`src/rtl/ifu_pkg.sv`:
```
// IFU shared types and sizing for the fetch buffer.
package ifu_pkg;

  localparam int FB_DEPTH = 4;
  localparam int FB_BYTES = 16;
  localparam int FB_HW    = FB_BYTES / 2;
  localparam int PTR_W    = $clog2(FB_DEPTH);
  localparam int CNT_W    = PTR_W + 1;

  typedef struct packed {
    logic [FB_BYTES*8-1:0] data;
    logic [63:1]           pc;
    logic [FB_HW-1:0]      hw_vld;
    logic                  fault;
  } fb_entry_t;

endpackage

```
`src/rtl/ifu_fb_hwmask.sv`:
```
// Valid-halfword mask from block start offset and taken-branch end.
module ifu_fb_hwmask
  import ifu_pkg::*;
(
  input  logic [2:0]       start,
  input  logic             kill,
  input  logic [2:0]       pos,
  output logic [FB_HW-1:0] mask,
  output logic             bad
);

  always_comb begin
    mask = '0;
    for (int i = 0; i < FB_HW; i++) begin
      mask[i] = (3'(i) >= start) & (~kill | (3'(i) <= pos));
    end
  end

  // A branch ending before the fetch start cannot be in this block.
  assign bad = kill & (pos < start);

endmodule

```
`src/rtl/ifu_fb_ctl.sv`:
```
// Fetch buffer: circular queue of F2 hit blocks feeding the aligner.
module ifu_fb_ctl
  import ifu_pkg::*;
(
  input  logic               clk,
  input  logic               rst_l,
  input  logic               exu_flush_final,
  input  logic               ifc_fetch_req_f2,
  input  logic               ic_hit_f2,
  input  logic               ic_access_fault_f2,
  input  logic [63:1]        ifc_fetch_addr_f2,
  input  logic [127:0]       ic_rd_data_f2,
  input  logic               ifu_bp_kill_next_f2,
  input  logic [2:0]         ifu_bp_pos_f2,
  input  logic               aln_pop1,
  input  logic               aln_pop2,
  output logic               fb0_valid,
  output logic               fb1_valid,
  output logic [127:0]       fb0_data,
  output logic [127:0]       fb1_data,
  output logic [63:1]        fb0_pc,
  output logic [63:1]        fb1_pc,
  output logic [FB_HW-1:0]   fb0_hw_vld,
  output logic [FB_HW-1:0]   fb1_hw_vld,
  output logic               fb0_fault,
  output logic               fb1_fault,
  output logic               ifu_fb_consume1,
  output logic               ifu_fb_consume2,
  output logic [CNT_W-1:0]   fb_count,
  output logic               fb_err
);

  fb_entry_t ent_q [FB_DEPTH];
  fb_entry_t e0, e1, new_ent;

  logic [FB_DEPTH-1:0] valid_q, valid_d;
  logic [PTR_W-1:0]    rd_ptr, wr_ptr, rd_ptr1;
  logic [PTR_W-1:0]    rd_d, wr_d;
  logic [CNT_W-1:0]    cnt_q, cnt_d, npop, cnt_pop;
  logic                err_d;
  logic                push_req, push_ok, bad;
  logic                eff_pop1, eff_pop2, err_now;
  logic [FB_HW-1:0]    mask;

  ifu_fb_hwmask u_hwmask (
    .start (ifc_fetch_addr_f2[3:1]),
    .kill  (ifu_bp_kill_next_f2),
    .pos   (ifu_bp_pos_f2),
    .mask  (mask),
    .bad   (bad)
  );

  assign rd_ptr1   = rd_ptr + PTR_W'(1);
  assign e0        = ent_q[rd_ptr];
  assign e1        = ent_q[rd_ptr1];
  assign fb0_valid = valid_q[rd_ptr];
  assign fb1_valid = valid_q[rd_ptr1];

  assign eff_pop2 = aln_pop2 & fb1_valid;
  assign eff_pop1 = (aln_pop1 | (aln_pop2 & ~fb1_valid))
                  & fb0_valid & ~eff_pop2;

  assign ifu_fb_consume1 = eff_pop1 & ~exu_flush_final;
  assign ifu_fb_consume2 = eff_pop2 & ~exu_flush_final;

  always_comb begin
    npop = '0;
    unique case (1'b1)
      eff_pop2: npop = CNT_W'(2);
      eff_pop1: npop = CNT_W'(1);
      default:  npop = '0;
    endcase
  end

  // Pop is applied before the full check, so a full buffer
  // draining one entry can still take the new block.
  assign cnt_pop  = cnt_q - npop;
  assign push_req = ifc_fetch_req_f2 & ic_hit_f2 & ~exu_flush_final;
  assign push_ok  = push_req & ~bad
                  & (cnt_pop != CNT_W'(FB_DEPTH));

  assign err_now = ~exu_flush_final & (
                     (push_req & ~push_ok)
                   | (aln_pop1 & aln_pop2)
                   | (aln_pop1 & ~fb0_valid)
                   | (aln_pop2 & ~fb1_valid));

  assign new_ent.data   = ic_rd_data_f2;
  assign new_ent.pc     = {ifc_fetch_addr_f2[63:4], 3'b000};
  assign new_ent.hw_vld = mask;
  assign new_ent.fault  = ic_access_fault_f2;

  always_comb begin
    valid_d = valid_q;
    rd_d    = rd_ptr;
    wr_d    = wr_ptr;
    cnt_d   = cnt_q;
    err_d   = fb_err | err_now;
    if (exu_flush_final) begin
      valid_d = '0;
      rd_d    = '0;
      wr_d    = '0;
      cnt_d   = '0;
    end else begin
      if (eff_pop1 | eff_pop2) valid_d[rd_ptr]  = 1'b0;
      if (eff_pop2)            valid_d[rd_ptr1] = 1'b0;
      if (push_ok) begin
        valid_d[wr_ptr] = 1'b1;
        wr_d            = wr_ptr + PTR_W'(1);
      end
      rd_d  = rd_ptr + npop[PTR_W-1:0];
      cnt_d = cnt_pop + CNT_W'(push_ok);
    end
  end

  always_ff @(posedge clk) begin
    if (!rst_l) begin
      valid_q <= '0;
      rd_ptr  <= '0;
      wr_ptr  <= '0;
      cnt_q   <= '0;
      fb_err  <= 1'b0;
    end else begin
      valid_q <= valid_d;
      rd_ptr  <= rd_d;
      wr_ptr  <= wr_d;
      cnt_q   <= cnt_d;
      fb_err  <= err_d;
    end
  end

  always_ff @(posedge clk) begin
    if (push_ok) ent_q[wr_ptr] <= new_ent;
  end

  assign fb_count   = cnt_q;
  assign fb0_data   = e0.data   & {128{fb0_valid}};
  assign fb1_data   = e1.data   & {128{fb1_valid}};
  assign fb0_pc     = e0.pc     & {63{fb0_valid}};
  assign fb1_pc     = e1.pc     & {63{fb1_valid}};
  assign fb0_hw_vld = e0.hw_vld & {FB_HW{fb0_valid}};
  assign fb1_hw_vld = e1.hw_vld & {FB_HW{fb1_valid}};
  assign fb0_fault  = e0.fault  & fb0_valid;
  assign fb1_fault  = e1.fault  & fb1_valid;

endmodule

```
`config.mk`:
```
export PLATFORM = sky130hd
export DESIGN_NAME = ifu_fb_ctl
export DESIGN_NICKNAME = d
export VERILOG_FILES = /design/src/rtl/ifu_pkg.sv /design/src/rtl/ifu_fb_hwmask.sv /design/src/rtl/ifu_fb_ctl.sv
export SDC_FILE = /design/constraint.sdc
export NUM_CORES = 1
export LEC_CHECK = 0
export BUFFER_PORTS_ARGS = -buffer_cell sky130_fd_sc_hd__buf_2
export CAP_MARGIN = 20
export CORE_ASPECT_RATIO = 0.5
export CORE_MARGIN = 2
export CORE_UTILIZATION = 61
export DETAILED_ROUTE_END_ITERATION = 7
export PLACE_DENSITY_LB_ADDON = 0.05
export SYNTH_ARGS = -nofsm -noshare
export SYNTH_HDL_FRONTEND = slang
export SYNTH_SLANG_ARGS = --single-unit
```
`constraint.sdc`:
```
create_clock -name clk -period 19 [get_ports clk]
set_input_delay 0.95 -clock clk [delete_from_list [all_inputs] [get_ports clk]]
set_output_delay 0.95 -clock clk [all_outputs]
set_load 0.01 [all_outputs]
```
# == Word level (Yosys, flattened, before mapping) ==
# Memory sizes are Yosys's and may differ from the RTL's. A register that Yosys moved wholly into a read port is not among the register bits.
# Cells that the tools add are included.
# word_totals
n_memories,1
out_inout_bits,408
word_cells,116
ramBits,788
regBits,12
input_bits,203
# memory_table
name,depth,width,read_ports,rd_clocked_by_memory_dff,wr,line_no,text
ent_q,4,197,2,1,1,ifu_fb_ctl.sv:33,fb_entry_t ent_q [FB_DEPTH];
# classes
add_sub_neg,5
order_cmp,23
n_eq_ne,1
bitwise_logic,58
reduce_logical,4
n_mux,19
# ops
op,n
bitwise AND 128 bit,2
bitwise AND 63 bit,2
bitwise AND 1 bit,25
2-to-1 mux 4 bit,5
bitwise AND 8 bit,2
bitwise OR 1 bit,14
">= comparator 3 bit, first input constant",4
"less-or-equal comparator 3 bit, first input constant",4
"less-than comparator 2 x 3 -> 1 bit, second input constant",3
bitwise AND 4 bit,2
inverter 1 bit,8
inverter 4 bit,2
2-to-1 mux 1 bit,7
demux 1 bit (select 2 bit),3
">= comparator 1 x 3 -> 1 bit, first input constant",2
">= comparator 2 x 1 -> 1 bit, second input constant",3
">= comparator 2 x 3 -> 1 bit, first input constant",2
"less-or-equal comparator 1 x 3 -> 1 bit, first input constant",2
"less-or-equal comparator 2 x 3 -> 1 bit, first input constant",2
"adder 2 x 1 -> 2 bit, second input constant",2
binary-select mux 1 bit (select 2 bit),2
bitwise OR 4 bit,1
one-hot mux 2 bit (2 select lines),1
adder 3 x 1 -> 3 bit,1
7 further kinds,9

# == Longest topological paths before layout ==
# Gate-level depths: netlist of the first run.
# depth
depth_word,19
depth_mapped,18

# == Hierarchy ==
# A second synthesis of the first run with hierarchy kept.
# hier_totals
hier_cells,1840
area_unflattened_um2,36834.1
# by_module_without_submodules
module,area_per_inst_um2,cells_each,n_inst,seq_area_each_um2
ifu_fb_ctl,36663.9,1816,1,23902.9
ifu_fb_hwmask,170.2,24,1,0.0

# == Worst setup path before layout of the first run ==
# Ideal clock, no wire load.
# synth_path
kind,register -> register
from,reg rd_ptr[1]
to,"mem ent_q[0][0] (netlist name), enable pin"
path_buffers,5
setup_ns,0.581
slack_ns,10.014
path_stages_with_launch,18
arrival_ns,8.405
path_cell_list,dfxtp_1 buf_2 buf_2 buf_2 inv_1 ha_1 buf_2 mux4_2 and2_1 buf_6 nor3_1 ha_1 inv_1 fa_1 xnor2_1 and3b_1 nor3_1 and2_1
# synth_via
elab_chain_len,14
# synth_lines
element,line_no,text
from (decl),ifu_fb_ctl.sv:37,"logic [PTR_W-1:0] rd_ptr, wr_ptr, rd_ptr1;"
from (signal assigned),ifu_fb_ctl.sv:125,rd_ptr <= rd_d;
adder 2 x 1 -> 2 bit,ifu_fb_ctl.sv:53,assign rd_ptr1 = rd_ptr + PTR_W'(1);
binary-select mux 1 bit (select 2 bit),ifu_fb_ctl.sv:57,assign fb1_valid = valid_q[rd_ptr1];
2-to-1 mux 1 bit (not written as such),ifu_fb_ctl.sv:57,
inverter 1 bit,ifu_fb_ctl.sv:60,assign eff_pop1 = (aln_pop1 | (aln_pop2 & ~fb1_valid))
bitwise AND 1 bit,ifu_fb_ctl.sv:60,
bitwise OR 1 bit,ifu_fb_ctl.sv:60,
bitwise AND 1 bit (2 in series),ifu_fb_ctl.sv:61,& fb0_valid & ~eff_pop2;
one-hot mux 2 bit (2 select lines) (*),ifu_fb_ctl.sv:68,unique case (1'b1)
subtractor 3 bit (*),ifu_fb_ctl.sv:77,assign cnt_pop = cnt_q - npop;
!= test 3 bit (*),ifu_fb_ctl.sv:80,& (cnt_pop != CNT_W'(FB_DEPTH));
bitwise AND 1 bit (*),ifu_fb_ctl.sv:80,
2-to-1 mux 1 bit (*),ifu_fb_ctl.sv:133,if (push_ok) ent_q[wr_ptr] <= new_ent;
2-to-1 mux 1 bit (not written as such) (*),ifu_fb_ctl.sv:133,
to (decl),ifu_fb_ctl.sv:33,
# Every way passes the cells marked *; elsewhere a longest branch is shown, timed or not. The select of a mux whose other input is x is not followed.

# == Worst setup path after layout of the first run ==
# layout_path
from,reg rd_ptr[1]
to,"mem ent_q[3][154] (netlist name), enable pin"
# Same word-level chain as after synthesis.

==> flow_summary.toml, run 1 <==
[floorplan]
std_cell_rows = 63
die_h_um = 177.4
ios = 611
die_w_um = 350.7
initial_core_util_pct = 61.77
die-area_mm2 = 0.06220
core_area_mm2 = 0.05936

[status]
status = "finished, final reports clean"

[route]
first_pass_iters = 5
wl_per_cell_um = 25.68
drtIter0Drc = 1577
dr_total_vias = 20010
wl_um = 84090
via_per_inst = 6.111
top_layer = "met5"
drc_errors = 0
ant_nets = 0
dr_wl_met2_um = 45420
wl_met1_um = 30580
wl_met3_um = 5071

[setup_path]
cp_max_fo = 60
crit_required_ps = 19210
cp-end-kind = "flop"
crit_type = "flop to flop"
cp.arrival_ps = 8380
cp-start-kind = "flop"

[clock_network]
root_buffer = "clkbuf_16"
cts.sinks = 800
cts_buffers = 70
htree_levels = 3
worst_skew_pair.late_latency_ps = 600
cts_tree = "done"
cts_hold_buf = 0
clk_pin_slew_worst_paths_ps = 60
cts_resized = 0
postCtsSetupBuffers = 0
ctsLongestPathBuffers = 3

[power]
p_leak_nw = 14.86
switching_share_pct = 19.44
p_int_mw = 2.763
pwr-share-comb_pct = 2.9
seqPwrFrac_pct = 57.1
p_clk_share_pct = 40.0
power_switching_mw = 0.6668
power-per-cell-area_mw_per_mm2 = 80.69
power.total_mw = 3.429
vdd_ir_drop_max_v = 0.00006337

[timing]
finalHoldWorstSlack_ps = 520.1
max_freq_mhz = 122.4
fin_crit_sh_pct = 43.00
period_needed_ps = 8170
slew_headroom_pct = 27.05
fin_tns_setup_ps = 0
clock_skew_ps = 11.21
hold_viol = 0
setup_viol = 0
worstMarginPinSlew_ps = 1094
slew_violations = 0
setup_slack_ps = 10830
rsz0062_at_grt = "no"

[worst_hold_path]
hold_path.class = "flop to flop"

[global_route]
antenna_found_initial = 22
grt_util_all_layers_pct = 27.04
grt_max_degree = 144
grt_pass1_wl_um = 123400
grt-ovfl-total = 0
grt_pass1_vias = 20290

[synth]
synth-main-ff-cell = "edfxtp_1"
yosysWarnings = 0
yosysTopAreaCell = "edfxtp_1"
yosys-top-cells-count = "edfxtp_1 (788), and2_1 (401), mux4_2 (395)"
synth.most_common_cell = "edfxtp_1"
syn_avg_cell_area_um2 = 19.99
synth_seq_cells = 800
synthArstFlopShare_pct = 0
netlist_instances = 1834
synth_edf_count = 788
synth_top_area_share_pct = 64.54
syn_area_mm2 = 0.03666
seq_area_frac_synth_pct = 65.19
ys_types = 38
ys_top_cells_by_area = "edfxtp_1 (65%), mux4_2 (24%), and2_1 (6.8%)"

[cells_and_area]
fin_cells = 3275
syn_to_final_growth_pct = 15.93
fillers = 3780
final_area_mm2 = 0.04250
seqCellArea_mm2 = 0.02391
drive_gt1_share_pct = 45.72
utilization_pct = 71.61
fin_nets = 2614
multi_input_area_mm2 = 0.01210

[placed_design]
port_buffers = 604
gp_congestion = 0.8031
placed_cells = 3137
place_ws_ps = 10800
hpwl_um = 51330
placed_cell_area_mm2 = 0.04031

[run]
cap_violations = 0
final cells by class:
type | instances | area share (%)
Multi-Input combinational cell | 888 | 28.48
Tap cell | 812 | 2.390
Clock inverter | 24 | 0.4828
Clock buffer | 94 | 4.554
Inverter | 11 | 0.1030
Antenna cell | 20 | 0.1178
Sequential cell | 800 | 56.26
Timing Repair Buffer | 626 | 7.618
registers in the layout, indices dropped and copies added, names as in the netlist:
| name | cells |
|---|---|
| wr_ptr | 2 |
| fb_count | 3 |
| fb_err | 1 |
| rd_ptr | 2 |
| ent_q | 788 |
| valid_q | 4 |
cell usage in the layout (no fill, tap or decap), drive strengths merged, types with 4 or more instances in the layout:
master  count
and2      401
nor3        4
nand2b      4
dfxtp      12
nand3       6
diode      20
inv        11
nor2        8
clkinv     19
edfxtp    788
buf       626
mux4      395
xnor2       4
nand2       7
a221oi      5
bufinv      4
ha         13
clkbuf     94
a32o        4
conb        6
final timing paths:
path | startpoint | end | slack (ps) | depth (start not counted)
setup / recovery | rd_ptr[1] | ent_q[3][154] | 10830 | 14
hold / removal | wr_ptr[0] | wr_ptr[0] | 520 | 2
setup reg to reg | rd_ptr[1] | ent_q[3][154] | 10830 | 14
hold reg to reg | wr_ptr[0] | wr_ptr[0] | 520 | 2
worst max-delay path, stage by stage, from the launching register on:
cell and delay, ps:
dfxtp_4 860, inv_1 220, ha_4 920, mux4_4 910
and2_1 390, nor3_1 320, ha_1 210, inv_1 60
fa_1 400, xnor2_1 180, and3b_1 230, nor3_1 600
and2_4 750, buf_4 730, buf_4 820
metal layers:
metal / vias up / global-route usage (%)
li1: 8651 / -
met1: 10470 / 34.78
met2: 726 / 46.82
met3: 158 / 4.496
met4: 4 / 10.84
met5: - / 0
power groups by stage:
stage               clock [mW]  combinational, mW  sequential, mW
floorplan                    0             0.0449            2.00
global placement             0             0.0967            2.00
detailed placement           0             0.0992            2.00
CTS                       1.39             0.0998            1.96
global route              1.46              0.108            1.96
finish                    1.37             0.0989            1.96
logic make-up after synthesis:
family | after synthesis | share of synthesized area [%]
adder cells (fa/ha/maj) | 14 | 0.4983
AO/OA/AOI/OAI | 28 | 0.5869
flip-flops | 800 | 65.19
XOR/XNOR | 4 | 0.09554
multiplexers | 398 | 24.35
buffers and inverters | 151 | 1.911
other | 1 | 0.01023
AND/OR/NAND/NOR | 438 | 7.354
No activity file was read; power rests on OpenSTA's default activity.
==> inputs of run 2 (changes only) <==
Settings changed: CORE_UTILIZATION 61 to 57.
Clock period 19 ns to 8.3 ns, I/O delays scaled along.
==> run 2 against run 1 <==
Against the previous run: maximum frequency rose by 23%; first-iteration DRC count fell by 3.5%; via count rose by 1.1%; count of clock-buffer cells in the layout fell by 6; clock skew rose by 12 ps; sequential cell count did not move; worst hold slack got worse by 490 ps; critical path depth fell by 1; clock power rose by 130%; register-to-register slack got worse by 9200 ps; power rose by 130%; critical path type unchanged; critical endpoint is now ent_q[2][120]; largest power group unchanged.
==> flow_summary.toml, run 2 (synthesis results as in run 1) <==
[status]
status = "finished, final reports clean"

[cells_and_area]
final_area_mm2 = 0.04324
drive_gt1_share_pct = 45.09
utilization_pct = 68.26
multi_input_area_mm2 = 0.01210
syn_to_final_growth_pct = 17.95
seqCellArea_mm2 = 0.02391
layout_commonest_cell = "edfxtp_1"
largest_register_ffs = 788
fin_cells = 3356
fillers = 4241
final_cell_mix = "edfxtp_1 (788), buf_2 (604), and2_1 (397)"
top_register = "ent_q"
fin_nets = 2673

[global_route]
grt_pass1_wl_um = 127500
grt_max_degree = 146
grt-ovfl-total = 0
antenna_found_initial = 15
grt_pass1_vias = 20970
grt_util_all_layers_pct = 25.72

[power]
p_leak_nw = 15.17
vdd_ir_drop_max_v = 0.0001403
power-per-cell-area_mw_per_mm2 = 183.0

[run]
cap_violations = 0

[timing]
rsz0062_at_grt = "no"
fin_crit_sh_pct = 80.01
setup_viol = 0
max_freq_mhz = 150.6
hold_viol = 0
period_needed_ps = 6641
slew_violations = 0
slew_headroom_pct = 25.78
worstMarginPinSlew_ps = 1113
fin_tns_setup_ps = 0
clock_skew_ps = 23.32

[route]
wl_um = 85390
wl_per_cell_um = 25.44
drtIter0Drc = 1522
drc_errors = 0
via_per_inst = 6.029
first_pass_iters = 5
ant_nets = 0
dr_total_vias = 20230

[clock_network]
ctsLongestPathBuffers = 3
clk_pin_slew_worst_paths_ps = 70
root_buffer = "clkbuf_16"
worst_skew_pair.late_latency_ps = 610
cts_buffers = 70
htree_levels = 3
cts_tree = "done"
cts.sinks = 800

[setup_path]
cp_cell_sequence = "inv_1 > ha_4 > mux4_4 > and2_1 > nor3_1 > ha_1 > inv_1 > fa_1 > xnor2_1 > and3b_1 > nor3_1 > and2_4 > buf_12"
cp_max_fo = 59
cpPeakStageDelay_ps = 880
r2r_slack_ps = 1660
cp-end-kind = "flop"
crit_type = "flop to flop"
cp_slowest_cell = "mux4_4"
r2r_cells = 13
r2r-start = "rd_ptr[0]"
cp.arrival_ps = 6900
crit_required_ps = 8560
cp-start-kind = "flop"
rr_endpoint = "ent_q[2][120]"

[worst_hold_path]
hold_path.class = "input port to flop"
hold_depth = 1
hp-start = "ic_rd_data_f2[40]"
worstHoldEndpoint = "ent_q[3][109]"

[placed_design]
gp_congestion = 0.7961
port_buffers = 604
placed_cell_area_mm2 = 0.04052
placed_cells = 3171
hpwl_um = 53400

[floorplan]
die-area_mm2 = 0.06649
initial_core_util_pct = 57.87
die_h_um = 183.3
die_w_um = 362.7
core_area_mm2 = 0.06335
ios = 611
std_cell_rows = 65
run 2: cell type report:
type                            instances  area share [%]
Inverter                               11          0.1013
Multi-Input combinational cell        888           27.99
Clock inverter                         34          0.7031
Sequential cell                       800           55.29
Clock buffer                           88           4.355
Timing Repair Buffer                  685           9.062
Antenna cell                           13         0.07523
Tap cell                              837           2.422
run 2: stage by stage:
stage               setup slack (ps)  power [mW]  hold slack (ps)
global route                    1110       8.167            3.014
floorplan                       1487       4.675            478.1
finish                          1659       7.913            32.93
CTS                             1528       7.976           0.2645
global placement                1570       4.795            510.0
detailed placement              1545       4.803            510.2
run 2: critical path, delay by kind of cell, from the launching register on:
kind / cells / cell delay (ps)
simple gates: 5 / 2390
fa+ha+maj: 3 / 1300
mux: 1 / 880
flops: 1 / 760
buf+inv: 3 / 670
xor+xnor: 1 / 180
run 2: power breakdown:
group          total [mW]  switching [mW]  internal, mW
Sequential           4.48          0.0144          4.47
Clock                3.18            1.41          1.77
Combinational       0.250           0.133         0.117
Total                7.91            1.56          6.35
run 2: worst max-delay path by stage:
stage / start / end / slack, ps / cells past startpoint
finish: rd_ptr[0] / ent_q[2][120] / 1660 / 13
global route: rd_ptr[0] / ent_q[2][120] / 1110 / 13
CTS: rd_ptr[0] / ent_q[2][168] / 1530 / 13
detailed placement: rd_ptr[0] / ent_q[2][147] / 1540 / 13
global placement: rd_ptr[0] / ent_q[2][147] / 1570 / 13
floorplan: rd_ptr[1] / ent_q[0][0] / 1490 / 17
run 2: layer usage:
metal  share of wire [%]  vias up  GRT usage, %  routed length [um]
li1                    -     8774             -                   -
met1                  39    10670         33.30               33020
met2                  53      635         44.89               45580
met3                 4.7      148         4.015                3977
met4                 3.3        4         9.162                2791
met5               0.030        -             0                  26
run 2: repair_timing:
item / 4_1_cts / 5_1_grt
endpoints found under the hold margin: 175 / 0
setup buffers: 0 / 0
hold buffers: 50 / 0
resized for setup: 0 / 0
